$ cat config.mk
export PLATFORM = sky130hd
export DESIGN_NAME = seq_mult_8bits
export DESIGN_NICKNAME = d
export VERILOG_FILES = /design/src/rtl/seq_mult_8bits_pkg.sv /design/src/rtl/fa_8bits.sv /design/src/rtl/seq_mult_8bits.sv
export SDC_FILE = /design/constraint.sdc
export NUM_CORES = 1
export LEC_CHECK = 0
export BUFFER_PORTS_ARGS = -buffer_cell sky130_fd_sc_hd__buf_2
export CAP_MARGIN = 20
export CORE_UTILIZATION = 45
export DETAILED_ROUTE_END_ITERATION = 16
export GPL_TIMING_DRIVEN = 1
export PLACE_DENSITY = 0.66
export SLEW_MARGIN = 20
export SYNTH_ARGS = -nofsm -noshare
export SYNTH_HDL_FRONTEND = slang
export SYNTH_SLANG_ARGS = --single-unit
$ cat constraint.sdc
create_clock -name clk -period 4.95 [get_ports clk]
set_input_delay 0.7425 -clock clk [delete_from_list [all_inputs] [get_ports clk]]
set_output_delay 0.7425 -clock clk [all_outputs]
set_load 0.01 [all_outputs]
$ cat src/rtl/seq_mult_8bits_pkg.sv
// Shared definitions for the sequential 8x8 shift-and-add multiplier:
// FSM state encoding and iteration count.
package seq_mult_8bits_pkg;

    typedef enum logic [1:0] {
        S_IDLE = 2'd0,
        S_RUN  = 2'd1,
        S_DONE = 2'd2
    } state_t;

    localparam int MULT_ITERS = 8;
    localparam int FA_WIDTH   = 8;

endpackage

$ cat src/rtl/fa_8bits.sv
// 8-bit adder with carry in/out; the multiplier's only arithmetic element.
module fa_8bits (
    input  logic [7:0] i0,
    input  logic [7:0] i1,
    input  logic       cin,
    output logic       cout,
    output logic [7:0] sum
);

    assign {cout, sum} = {1'b0, i0} + {1'b0, i1} + {8'd0, cin};

endmodule

$ cat src/rtl/seq_mult_8bits.sv
// Sequential 8x8 unsigned shift-and-add multiplier with start/busy/done
// handshake; one partial-sum addition per cycle through fa_8bits.
//
// state  | meaning
// IDLE   | waiting for start; product holds the last result
// RUN    | 8 shift-and-add iterations on {A,Q}
// DONE   | done pulse, product valid; a held start is accepted on exit
module seq_mult_8bits
    import seq_mult_8bits_pkg::*;
#(
    parameter int WIDTH = 8,
    parameter int CNT_W = 4
) (
    input  logic               clk,
    input  logic               rst,
    input  logic               start,
    input  logic [WIDTH-1:0]   a,
    input  logic [WIDTH-1:0]   b,
    output logic               busy,
    output logic               done,
    output logic [2*WIDTH-1:0] product
);

    localparam logic [CNT_W-1:0] LAST_CNT = CNT_W'(MULT_ITERS - 1);

    state_t             state_q, state_d;
    logic [WIDTH-1:0]   m_q, m_d;
    logic [WIDTH-1:0]   q_q, q_d;
    logic [WIDTH-1:0]   acc_q, acc_d;
    logic [CNT_W-1:0]   cnt_q, cnt_d;
    logic               busy_q, busy_d;
    logic               done_q, done_d;
    logic [2*WIDTH-1:0] product_q, product_d;

    logic [WIDTH-1:0]   fa_sum;
    logic               fa_cout;
    logic [WIDTH:0]     part;

    fa_8bits u_fa (
        .i0   (acc_q),
        .i1   (m_q),
        .cin  (1'b0),
        .cout (fa_cout),
        .sum  (fa_sum)
    );

    // 9-bit partial sum {C, A'}; the carry becomes the new MSB of A on the shift
    always_comb begin
        part = {1'b0, acc_q};
        if (q_q[0]) begin
            part = {fa_cout, fa_sum};
        end
    end

    always_comb begin
        state_d   = state_q;
        m_d       = m_q;
        q_d       = q_q;
        acc_d     = acc_q;
        cnt_d     = cnt_q;
        busy_d    = busy_q;
        done_d    = 1'b0;
        product_d = product_q;
        case (state_q)
            // Leaving DONE is the same edge as entering IDLE, so a held start
            // restarts here and keeps the 9-cycle cadence.
            S_IDLE, S_DONE: begin
                state_d = S_IDLE;
                busy_d  = 1'b0;
                if (start) begin
                    m_d     = a;
                    q_d     = b;
                    acc_d   = '0;
                    cnt_d   = '0;
                    busy_d  = 1'b1;
                    state_d = S_RUN;
                end
            end
            S_RUN: begin
                acc_d = part[WIDTH:1];
                q_d   = {part[0], q_q[WIDTH-1:1]};
                cnt_d = cnt_q + CNT_W'(1);
                if (cnt_q == LAST_CNT) begin
                    product_d = {acc_d, q_d};
                    done_d    = 1'b1;
                    state_d   = S_DONE;
                end
            end
            default: begin
                state_d = S_IDLE;
                busy_d  = 1'b0;
            end
        endcase
    end

    always_ff @(posedge clk or posedge rst) begin
        if (rst) begin
            state_q   <= S_IDLE;
            m_q       <= '0;
            q_q       <= '0;
            acc_q     <= '0;
            cnt_q     <= '0;
            busy_q    <= 1'b0;
            done_q    <= 1'b0;
            product_q <= '0;
        end else begin
            state_q   <= state_d;
            m_q       <= m_d;
            q_q       <= q_d;
            acc_q     <= acc_d;
            cnt_q     <= cnt_d;
            busy_q    <= busy_d;
            done_q    <= done_d;
            product_q <= product_d;
        end
    end

    assign busy    = busy_q;
    assign done    = done_q;
    assign product = product_q;

endmodule

==> impl_metrics.py, run 1 <==
metrics = {
    "yosys": {
        "ys_seq_area_share_pct": 54.39,
        "syn_inst": 236,
        "ys.flop_type": "dfrtp_1",
        "synth_commonest_cells": "80 x nand2_1, 48 x dfrtp_1, 23 x o21ai_0",
        "synth_nets": 265,
        "synth_enable_flop_cells": 0,
        "synth_area_per_cell_sq_um": 9.357,
        "synth_top_area_share_pct": 54.39,
        "syn-cell-area_sq_um": 2208,
        "synth_cell_types": 26,
        "yosys_warnings": 0,
        "synth_most_common_cell": "nand2_1",
        "ys_ff_latch": 48,
        "async_flop_share_pct": 100.0,
        "yosys-top-cells-area": "dfrtp_1 54%, nand2_1 14%, o21ai_0 5.2%",
        "yosys.area.top_type": "dfrtp_1",
    },
    "sta": {
        "setup_slack_ns": 2.228,
        "holdWs_ns": 0.4748,
        "finalSetupViolations": 0,
        "fin_crit_sh_pct": 54.98,
        "skew_ns": 0.006574,
        "max_freq_ghz": 0.3674,
        "finalCriticalPeriod_ns": 2.722,
        "grt_setup_unrepaired": "false",
        "worst_pin_slew_ns": 0.9000,
        "tns_ns": 0,
        "drv_slew": 0,
        "slew_headroom_pct": 39.78,
        "hold_viol_final": 0,
    },
    "clock_network": {
        "cts_root_buf": "clkbuf_8",
        "numCtsBuffers": 5,
        "clk_latency_ns": 0.30,
        "ctsHoldBuffers": 0,
        "cts_tree": "yes",
        "clockBufferDepth": 2,
        "cts_sinks": 48,
        "post-cts-setup-buffers": 0,
        "cts_resized": 0,
        "clk_pin_slew_ns": 0.09,
        "cts-htree-levels": 2,
    },
    "worst_setup_path": {
        "arrival_ns": 2.92,
        "start_kind": "register",
        "endpoint_kind": "register",
        "crit_path_max_fanout": 23,
        "worstSetupPathType": "reg2reg",
        "cp_data_required_time_ns": 5.15,
    },
    "placement": {
        "pre_cts_ws_ns": 2.221,
        "io_buffers": 36,
        "dpl_cell_area_sq_um": 2426,
        "dp_hpwl_um": 2937,
        "dp_cells": 327,
        "place_congestion": 0.8602,
    },
    "die": {
        "fp-row-count": 25,
        "boundaryPins": 37,
        "die_x_um": 72.06,
        "core_area_sq_um": 4723,
        "die_h_um": 72.06,
        "initial_utilization_pct": 46.75,
        "die_area_sq_um": 5192,
    },
    "final_layout": {
        "final_area_sq_um": 2525,
        "area.growth.synth_to_final_pct": 14.33,
        "diodes": 0,
        "nFillCells": 448,
        "final_cells": 335,
        "nets": 296,
        "post-route-util_pct": 53.46,
        "drive_gt1_share_pct": 17.91,
    },
    "power": {
        "p_per_area_nw_per_um2": 669.7,
        "peakVddDrop_mv": 0.2732,
        "leakagePower_nw": 1.288,
        "power_mw": 1.691,
    },
    "detailed_routing": {
        "drt_wl_total_um": 4256,
        "drt.antenna.violating_nets": 0,
        "detail_route.wl_per_cell_um": 12.70,
        "drt-pass1-iter-count": 8,
        "vias": 1635,
        "routed_via_density": 4.881,
        "drc": 0,
        "drtIter0Drc": 111,
    },
    "global_route": {
        "grt_pass1_vias": 1494,
        "antenna_found_initial": 0,
        "grt_overflow": 0,
        "grt_pass1_wl_um": 7224,
        "grt_max_degree": 49,
        "grt_usage_pct": 18.43,
    },
    "job": {
        "cap_violations": 0,
    },
    "hold_path": {
        "holdCritPathClass": "reg2reg",
    },
    "status": {
        "status": "finished clean",
    },
}
## path summary, 6_finish.rpt
kind                       startpoint     endpoint  slack (ns)  cells after the start
max                        state_q[0]  product[15]        2.23                      5
min                        product[5]   product[5]        0.47                      2
max reg2reg                state_q[0]  product[15]        2.23                      5
min reg2reg                product[5]   product[5]        0.47                      2
max in group asynchronous         rst       m_q[3]        3.92                      2
min in group asynchronous         rst   product[8]        0.56                      2
## sequential cells by signal, indices dropped and copies added, names as in the netlist
register and cells:
m_q 8, busy 1, q_q 8, cnt_q 4
state_q 2, done 1, acc_q 8, product 16
## cells by family (layout without fill, tap and decap cells)
| kind of cell | after synthesis | count (layout) | synth area share [%] |
|---|---|---|---|
| DFF | 48 | 48 | 54.39 |
| AOI/OAI and AO/OA | 47 | 47 | 12.97 |
| xor gates and xnor gates | 4 | 4 | 1.587 |
| buffers and inverters | 16 | 48 | 2.946 |
| muxes | 5 | 5 | 2.266 |
| and+or+nand+nor | 106 | 106 | 19.83 |
| adders and majority gates | 10 | 10 | 6.006 |
## routing by layer
| layer | GRT usage, % | up-vias | routed length [um] |
|---|---|---|---|
| met5 | 0 | - | 0 |
| met4 | 6.536 | 0 | 44 |
| met3 | 4.722 | 5 | 162 |
| met2 | 24.84 | 35 | 1773 |
| met1 | 28.52 | 736 | 2276 |
| li1 | - | 859 | - |
## cells in the final DEF (no fill, tap or decap)
| cell type | Yosys | layout |
|---|---|---|
| nand2_1 | 80 | 80 |
| dfrtp_1 | 48 | 48 |
| buf_2 | 4 | 36 |
| o21ai_0 | 23 | 23 |
| nand3_1 | 9 | 9 |
| ha_1 | 9 | 9 |
| a22oi_1 | 8 | 8 |
| a21oi_1 | 7 | 7 |
| nor2_1 | 6 | 6 |
| clkbuf_8 | 0 | 6 |
| nor2b_1 | 5 | 5 |
| mux2i_1 | 5 | 5 |
| xnor2_1 | 3 | 3 |
| inv_1 | 3 | 2 |
| a21o_1 | 2 | 2 |
| o221ai_1 | 2 | 2 |
| nand2b_1 | 2 | 2 |
| or3_1 | 2 | 2 |
| a31oi_1 | 2 | 2 |
| clkinvlp_4 | 0 | 2 |
| and3_2 | 1 | 1 |
| a221oi_2 | 1 | 1 |
| nand4_1 | 1 | 1 |
| clkinv_2 | 0 | 1 |
| xor2_1 | 1 | 1 |
| a211oi_1 | 1 | 1 |
| a22o_1 | 1 | 1 |
| fa_1 | 1 | 1 |
| buf_4 | 0 | 1 |
## critical path: stages (launching register included)
cell and delay (ns):
dfrtp_1 0.38, nor2b_1 0.73, nand2_1 0.67, inv_1 0.50, nand3_1 0.12, o221ai_1 0.21
## power by group
group / internal (mW) / leakage, nW / switching, mW / total, mW
combinational: 0.308 / 0.649 / 0.422 / 0.731
clock: 0.113 / 0.0434 / 0.134 / 0.248
sequential: 0.576 / 0.595 / 0.136 / 0.713
## area by class of cell
class	instances	area (sq um)	share of cell area, %
Sequential cell	48	1201	47.57
Tap cell	67	83.83	3.320
Multi-Input combinational cell	172	942.2	37.31
Clock buffer	6	82.58	3.271
Inverter	3	12.51	0.4955
Timing Repair Buffer	37	187.7	7.433
Clock inverter	2	15.01	0.5946
(Power assumes the default switching activity.)
==> inputs of run 2 (changes only) <==
--- a/config.mk
+++ b/config.mk
@@ -10,7 +10,7 @@
 export CORE_UTILIZATION = 45
 export DETAILED_ROUTE_END_ITERATION = 16
 export GPL_TIMING_DRIVEN = 1
-export PLACE_DENSITY = 0.66
+export PLACE_DENSITY = 0.69
 export SLEW_MARGIN = 20
 export SYNTH_ARGS = -nofsm -noshare
 export SYNTH_HDL_FRONTEND = slang
==> constraint.sdc (replaced) <==
create_clock -name clk -period 2.5 [get_ports clk]
set_input_delay 0.375 -clock clk [delete_from_list [all_inputs] [get_ports clk]]
set_output_delay 0.375 -clock clk [all_outputs]
set_load 0.01 [all_outputs]
==> impl_metrics.py, run 2 (synthesis results as in run 1) <==
metrics = {
    "sta": {
        "max_freq_ghz": 0.4917,
        "skew_ns": 0.004787,
        "drv_slew": 0,
        "finalCriticalPeriod_ns": 2.034,
        "finalSetupViolations": 0,
        "fin_crit_sh_pct": 81.35,
        "worst_pin_slew_ns": 0.8690,
        "grt_setup_unrepaired": "false",
        "tns_ns": 0,
        "slew_headroom_pct": 41.86,
        "hold_viol_final": 0,
    },
    "global_route": {
        "grt_max_degree": 23,
        "grt_overflow": 0,
        "grt_usage_pct": 18.56,
        "grt_pass1_wl_um": 7438,
        "grt_pass1_vias": 1588,
        "antenna_found_initial": 0,
    },
    "detailed_routing": {
        "routed_via_density": 4.982,
        "drt-pass1-iter-count": 7,
        "detail_route.wl_per_cell_um": 12.78,
        "drt.antenna.violating_nets": 0,
        "drc": 0,
        "drt_wl_total_um": 4332,
        "drtIter0Drc": 86,
        "vias": 1689,
    },
    "final_layout": {
        "diodes": 0,
        "largest_reg_flops": 16,
        "final_cell_mix": "80 x nand2_1, 48 x dfrtp_1, 36 x buf_2",
        "final_cells": 339,
        "nets": 300,
        "drive_gt1_share_pct": 19.12,
        "final_common_cell": "nand2_1",
        "post-route-util_pct": 54.44,
        "area.growth.synth_to_final_pct": 16.43,
    },
    "status": {
        "status": "finished clean",
    },
    "worst_setup_path": {
        "start_kind": "register",
        "crit_path_max_fanout": 3,
        "reg2reg_depth": 7,
        "endpoint_kind": "register",
        "worstSetupPathType": "reg2reg",
        "arrival_ns": 2.22,
        "cp_data_required_time_ns": 2.68,
        "r2r_start": "acc_q[0]",
        "startpoint": "acc_q[0]",
    },
    "clock_network": {
        "post-cts-setup-buffers": 0,
        "clockBufferDepth": 2,
        "cts_sinks": 48,
        "cts-htree-levels": 2,
        "cts_tree": "yes",
        "clk_latency_ns": 0.31,
        "cts_resized": 0,
        "clk_pin_slew_ns": 0.09,
        "cts_root_buf": "clkbuf_8",
        "ctsHoldBuffers": 0,
        "numCtsBuffers": 5,
    },
    "power": {
        "p_per_area_nw_per_um2": 1341,
        "leakagePower_nw": 1.318,
        "peakVddDrop_mv": 0.4136,
        "power_mw": 3.447,
    },
    "placement": {
        "place_congestion": 0.8424,
        "dp_hpwl_um": 3131,
        "dp_cells": 331,
        "io_buffers": 36,
    },
    "die": {
        "die_h_um": 72.06,
        "fp-row-count": 25,
        "initial_utilization_pct": 46.75,
        "boundaryPins": 37,
        "die_area_sq_um": 5192,
        "core_area_sq_um": 4723,
        "die_x_um": 72.06,
    },
    "job": {
        "cap_violations": 0,
    },
    "hold_path": {
        "holdCritPathClass": "in2async",
    },
}
[run 2: cell types whose count changed in the layout (fill, tap and decap cells not counted)]
| cell | before | now |
|---|---|---|
| clkbuf_8 | 6 | 5 |
| buf_4 | 1 | 5 |
| inv_6 | 0 | 1 |
| clkinvlp_4 | 2 | 1 |
| inv_2 | 0 | 1 |
| clkinv_2 | 1 | 0 |
| bufinv_16 | 0 | 1 |
[run 2: report_power, final]
| part | switching, mW | internal [mW] | total [mW] | leakage (nW) |
|---|---|---|---|---|
| clock | 0.268 | 0.301 | 0.570 | 0.0548 |
| sequential | 0.282 | 1.14 | 1.42 | 0.595 |
| combinational | 0.830 | 0.624 | 1.45 | 0.668 |
| total | 1.38 | 2.07 | 3.45 | 1.32 |
[run 2: stage by stage]
step                hold slack [ns]  setup WS, ns  area, sq um
finish                      0.01561        0.4663         2571
floorplan                    0.4523        0.6511         2208
global route                0.03722        0.2548         2571
CTS                         0.02453        0.4755         2571
global placement             0.3583        0.5522         2456
detailed placement           0.3616        0.4691         2456
[run 2: final cells by class]
cell class	count	area [sq um]
fillers	438	2152
flip-flops and latches	48	1201
multi-input cells	172	942.2
repair buffers	41	217.7
well taps	67	83.83
clock buffers	5	68.82
clock inverters	3	46.29
inverters	3	11.26
[run 2: metal layers]
metal	vias to the layer above	share of wire (%)	global-route usage (%)
li1	869	-	-
met1	773	52	26.90
met2	41	42	26.52
met3	6	4.5	4.444
met4	0	1.4	8.061
met5	-	0	0
[run 2: worst max-delay path, cell delays in order, from the launching register on]
cell and delay [ns]:
dfrtp_1 0.41, ha_1 0.22, fa_1 0.41, a21o_1 0.20, a221oi_2 0.30, nor2b_1 0.08, nor2_1 0.15, o221ai_1 0.14
[run 2: path summary, 6_finish.rpt]
kind / slack, ns / endpoint
worst max-delay path: 0.47 / product[15]
worst min-delay path: 0.02 / product[3]
worst max register to register: 0.47 / product[15]
worst min register to register: 0.47 / product[6]
max in group asynchronous: 1.91 / m_q[5]
min in group clk: 0.25 / m_q[6]
==> inputs of run 3 (changes only) <==
--- a/config.mk
+++ b/config.mk
@@ -5,12 +5,13 @@
 export SDC_FILE = /design/constraint.sdc
 export NUM_CORES = 1
 export LEC_CHECK = 0
+export ABC_AREA = 1
 export BUFFER_PORTS_ARGS = -buffer_cell sky130_fd_sc_hd__buf_2
 export CAP_MARGIN = 20
 export CORE_UTILIZATION = 45
 export DETAILED_ROUTE_END_ITERATION = 16
 export GPL_TIMING_DRIVEN = 1
-export PLACE_DENSITY = 0.69
+export PLACE_DENSITY = 0.66
 export SLEW_MARGIN = 20
 export SYNTH_ARGS = -nofsm -noshare
 export SYNTH_HDL_FRONTEND = slang
==> constraint.sdc (replaced) <==
create_clock -name clk -period 1.9 [get_ports clk]
set_input_delay 0.285 -clock clk [delete_from_list [all_inputs] [get_ports clk]]
set_output_delay 0.285 -clock clk [all_outputs]
set_load 0.01 [all_outputs]
==> impl_metrics.py, run 3 <==
metrics = {
    "detailed_routing": {
        "drt-pass1-iter-count": 4,
        "drtIter0Drc": 122,
        "drt.antenna.violating_nets": 0,
        "routed_via_density": 4.867,
        "detail_route.wl_per_cell_um": 13.00,
        "drt_wl_total_um": 4875,
        "vias": 1825,
        "drc": 0,
    },
    "sta": {
        "slew_headroom_pct": 60.03,
        "fin_crit_sh_pct": 92.69,
        "setup_slack_ns": 0.1390,
        "worst_pin_slew_ns": 0.5989,
        "finalSetupViolations": 0,
        "hold_viol_final": 0,
        "skew_ns": 0.01136,
        "finalCriticalPeriod_ns": 1.761,
        "grt_setup_unrepaired": "false",
        "tns_ns": 0,
        "drv_slew": 0,
        "max_freq_ghz": 0.5678,
    },
    "worst_setup_path": {
        "r2r_start": "m_q[0]",
        "worstSetupPathType": "reg2reg",
        "cp_data_required_time_ns": 2.11,
        "reg2reg_depth": 9,
        "endpoint_kind": "register",
        "cpPeakStageDelay_ns": 0.40,
        "r2r_end": "acc_q[3]",
        "crit_family": "adder cells",
        "rrSetupSlack_ns": 0.14,
        "path_depth": 9,
        "crit_path_cell_trace": "ha_1 > fa_1 > nand2_1 > nand2_1 > nand2_1 > nand2_1 > nand3_1 > o21ai_0 > o21ai_0",
        "cp_num_buf_inv": 0,
        "worst_path_most_repeated_cell": "nand2_1",
        "crit_end": "acc_q[3]",
        "crit_slowest_cell": "fa_1",
        "arrival_ns": 1.97,
        "startpoint": "m_q[0]",
        "start_kind": "register",
        "crit_path_max_fanout": 3,
    },
    "die": {
        "initial_utilization_pct": 47.79,
        "fp-row-count": 25,
        "die_x_um": 73.53,
        "die_h_um": 73.53,
        "core_area_sq_um": 4817,
        "die_area_sq_um": 5406,
        "boundaryPins": 37,
    },
    "placement": {
        "dp_hpwl_um": 3387,
        "dpl_cell_area_sq_um": 2569,
        "pre_cts_ws_ns": 0.1630,
        "place_congestion": 0.8606,
        "io_buffers": 36,
    },
    "yosys": {
        "synth_top_area_share_pct": 52.17,
        "syn-cell-area_sq_um": 2302,
        "synth-adder-area-share_pct": 5.761,
        "synthXorXnorAreaFrac_pct": 0.3804,
        "synth_area_per_cell_sq_um": 8.623,
        "ys.flop_type": "dfrtp_1",
        "syn_inst": 267,
        "synth_mux_area_share_pct": 0,
        "synth_simple_gate_area_share_pct": 24.08,
        "synth_enable_flop_cells": 0,
        "yosys.area.top_type": "dfrtp_1",
        "async_flop_share_pct": 100.0,
        "synth_cell_types": 24,
        "yosys-top-cells-area": "dfrtp_1 52%, nand2_1 16%, ha_1 4.9%",
        "synth_commonest_cells": "98 x nand2_1, 48 x dfrtp_1, 26 x inv_1",
        "ys_seq_area_share_pct": 52.17,
        "synth_most_common_cell": "nand2_1",
        "synth_nets": 296,
        "ys_ff_latch": 48,
        "synth_compound_area_share_pct": 10.22,
        "synth_top_family_by_area": "simple AND/OR/NAND/NOR gates",
        "yosys_warnings": 0,
    },
    "clock_network": {
        "cts_sinks": 48,
        "clockBufferDepth": 2,
        "clk_pin_slew_ns": 0.09,
        "numCtsBuffers": 5,
        "cts-htree-levels": 2,
        "clk_latency_ns": 0.31,
        "cts_root_buf": "clkbuf_8",
        "cts_tree": "yes",
    },
    "hold_path": {
        "holdCritPathClass": "in2reg",
        "hold-path-cell-count": 3,
    },
    "power": {
        "internal-power_mw": 2.877,
        "p_per_area_nw_per_um2": 1835,
        "leakagePower_nw": 1.465,
        "power_frac_clock_pct": 15.9,
        "seq_power_share_pct": 36.6,
        "peakVddDrop_mv": 0.8222,
        "switching_share_pct": 41.92,
        "p_sw_mw": 2.076,
        "power_frac_comb_pct": 47.5,
    },
    "global_route": {
        "grt_pass1_vias": 1764,
        "grt_usage_pct": 20.84,
        "grt_pass1_wl_um": 8507,
        "grt_overflow": 0,
        "grt_max_degree": 32,
        "antenna_found_initial": 0,
    },
    "status": {
        "status": "finished clean",
    },
    "final_layout": {
        "drive_gt1_share_pct": 19.81,
        "final_common_cell": "nand2_1",
        "nets": 336,
        "final_cell_mix": "98 x nand2_1, 48 x dfrtp_1, 36 x buf_2",
        "final_area_sq_um": 2700,
        "area.growth.synth_to_final_pct": 17.28,
        "largest_reg_flops": 16,
        "diodes": 0,
    },
    "job": {
        "cap_violations": 0,
    },
}
run 3: cell types whose count changed in the layout (fill, tap and decap cells not counted), sizes merged, moves of 5 or more:
cell,change
nand2,+19
inv,+23
or2,+5
nor2b,-5
mux2i,-5
o221ai,+5
nand3,+11
a22oi,-8
run 3: through the flow:
step           hold WS (ns)  utilization [%]  std cells  power [mW]
3_3_place_gp         0.3052            53.32        366       4.126
3_5_place_dp         0.3025            53.32        366       4.189
6_report             0.1606            56.05        375       4.953
4_1_cts              0.1572            56.05        375       4.986
5_1_grt              0.1728            56.05        375       5.453
2_1_floorplan        0.3946                -        267       3.535
run 3: timing repair:
action	4_1_cts	5_1_grt
setup buffers	0	0
endpoints found under the hold margin	17	0
hold buffers	1	0
gates resized for setup	0	0
run 3: metal layers:
layer / track usage (%) / share of wire (%) / vias to the layer above
li1: - / - / 939
met1: 29.73 / 50 / 829
met2: 31.80 / 44 / 51
met3: 4.252 / 4.4 / 6
met4: 6.624 / 1.3 / 0
met5: 0 / 0 / -
run 3: cell families after synthesis:
kind of cell / count (synthesis)
buf+inv: 37
flops: 48
fa+ha+maj: 10
xor+xnor: 1
simple gates: 134
compound gates: 37
run 3: area by class of cell:
type                            instances  area, sq um
Fill cell                             468         2117
Clock buffer                            6        82.58
Timing Repair Buffer                   42        252.7
Tap cell                               67        83.83
Multi-Input combinational cell        182        930.9
Sequential cell                        48         1201
Inverter                               28        110.1
Clock inverter                          2        38.79
run 3: worst min-delay path by stage:
stage | from | endpoint
floorplan | a[0] | m_q[0]
global placement | rst | product[10]
detailed placement | rst | product[10]
CTS | a[7] | m_q[7]
global route | a[4] | m_q[4]
finish | a[7] | m_q[7]
run 3: tightest hold or removal path: stages:
cell	delay, ns
buf_2	0.07
nand2_1	0.04
nand2_1	0.04
run 3: power by group through the flow:
stage / registers, mW / logic (mW) / clock network (mW)
6_report: 1.81 / 2.35 / 0.788
5_1_grt: 1.88 / 2.73 / 0.839
4_1_cts: 1.81 / 2.37 / 0.801
3_5_place_dp: 1.83 / 2.36 / 0
3_3_place_gp: 1.82 / 2.31 / 0
2_1_floorplan: 1.84 / 1.70 / 0
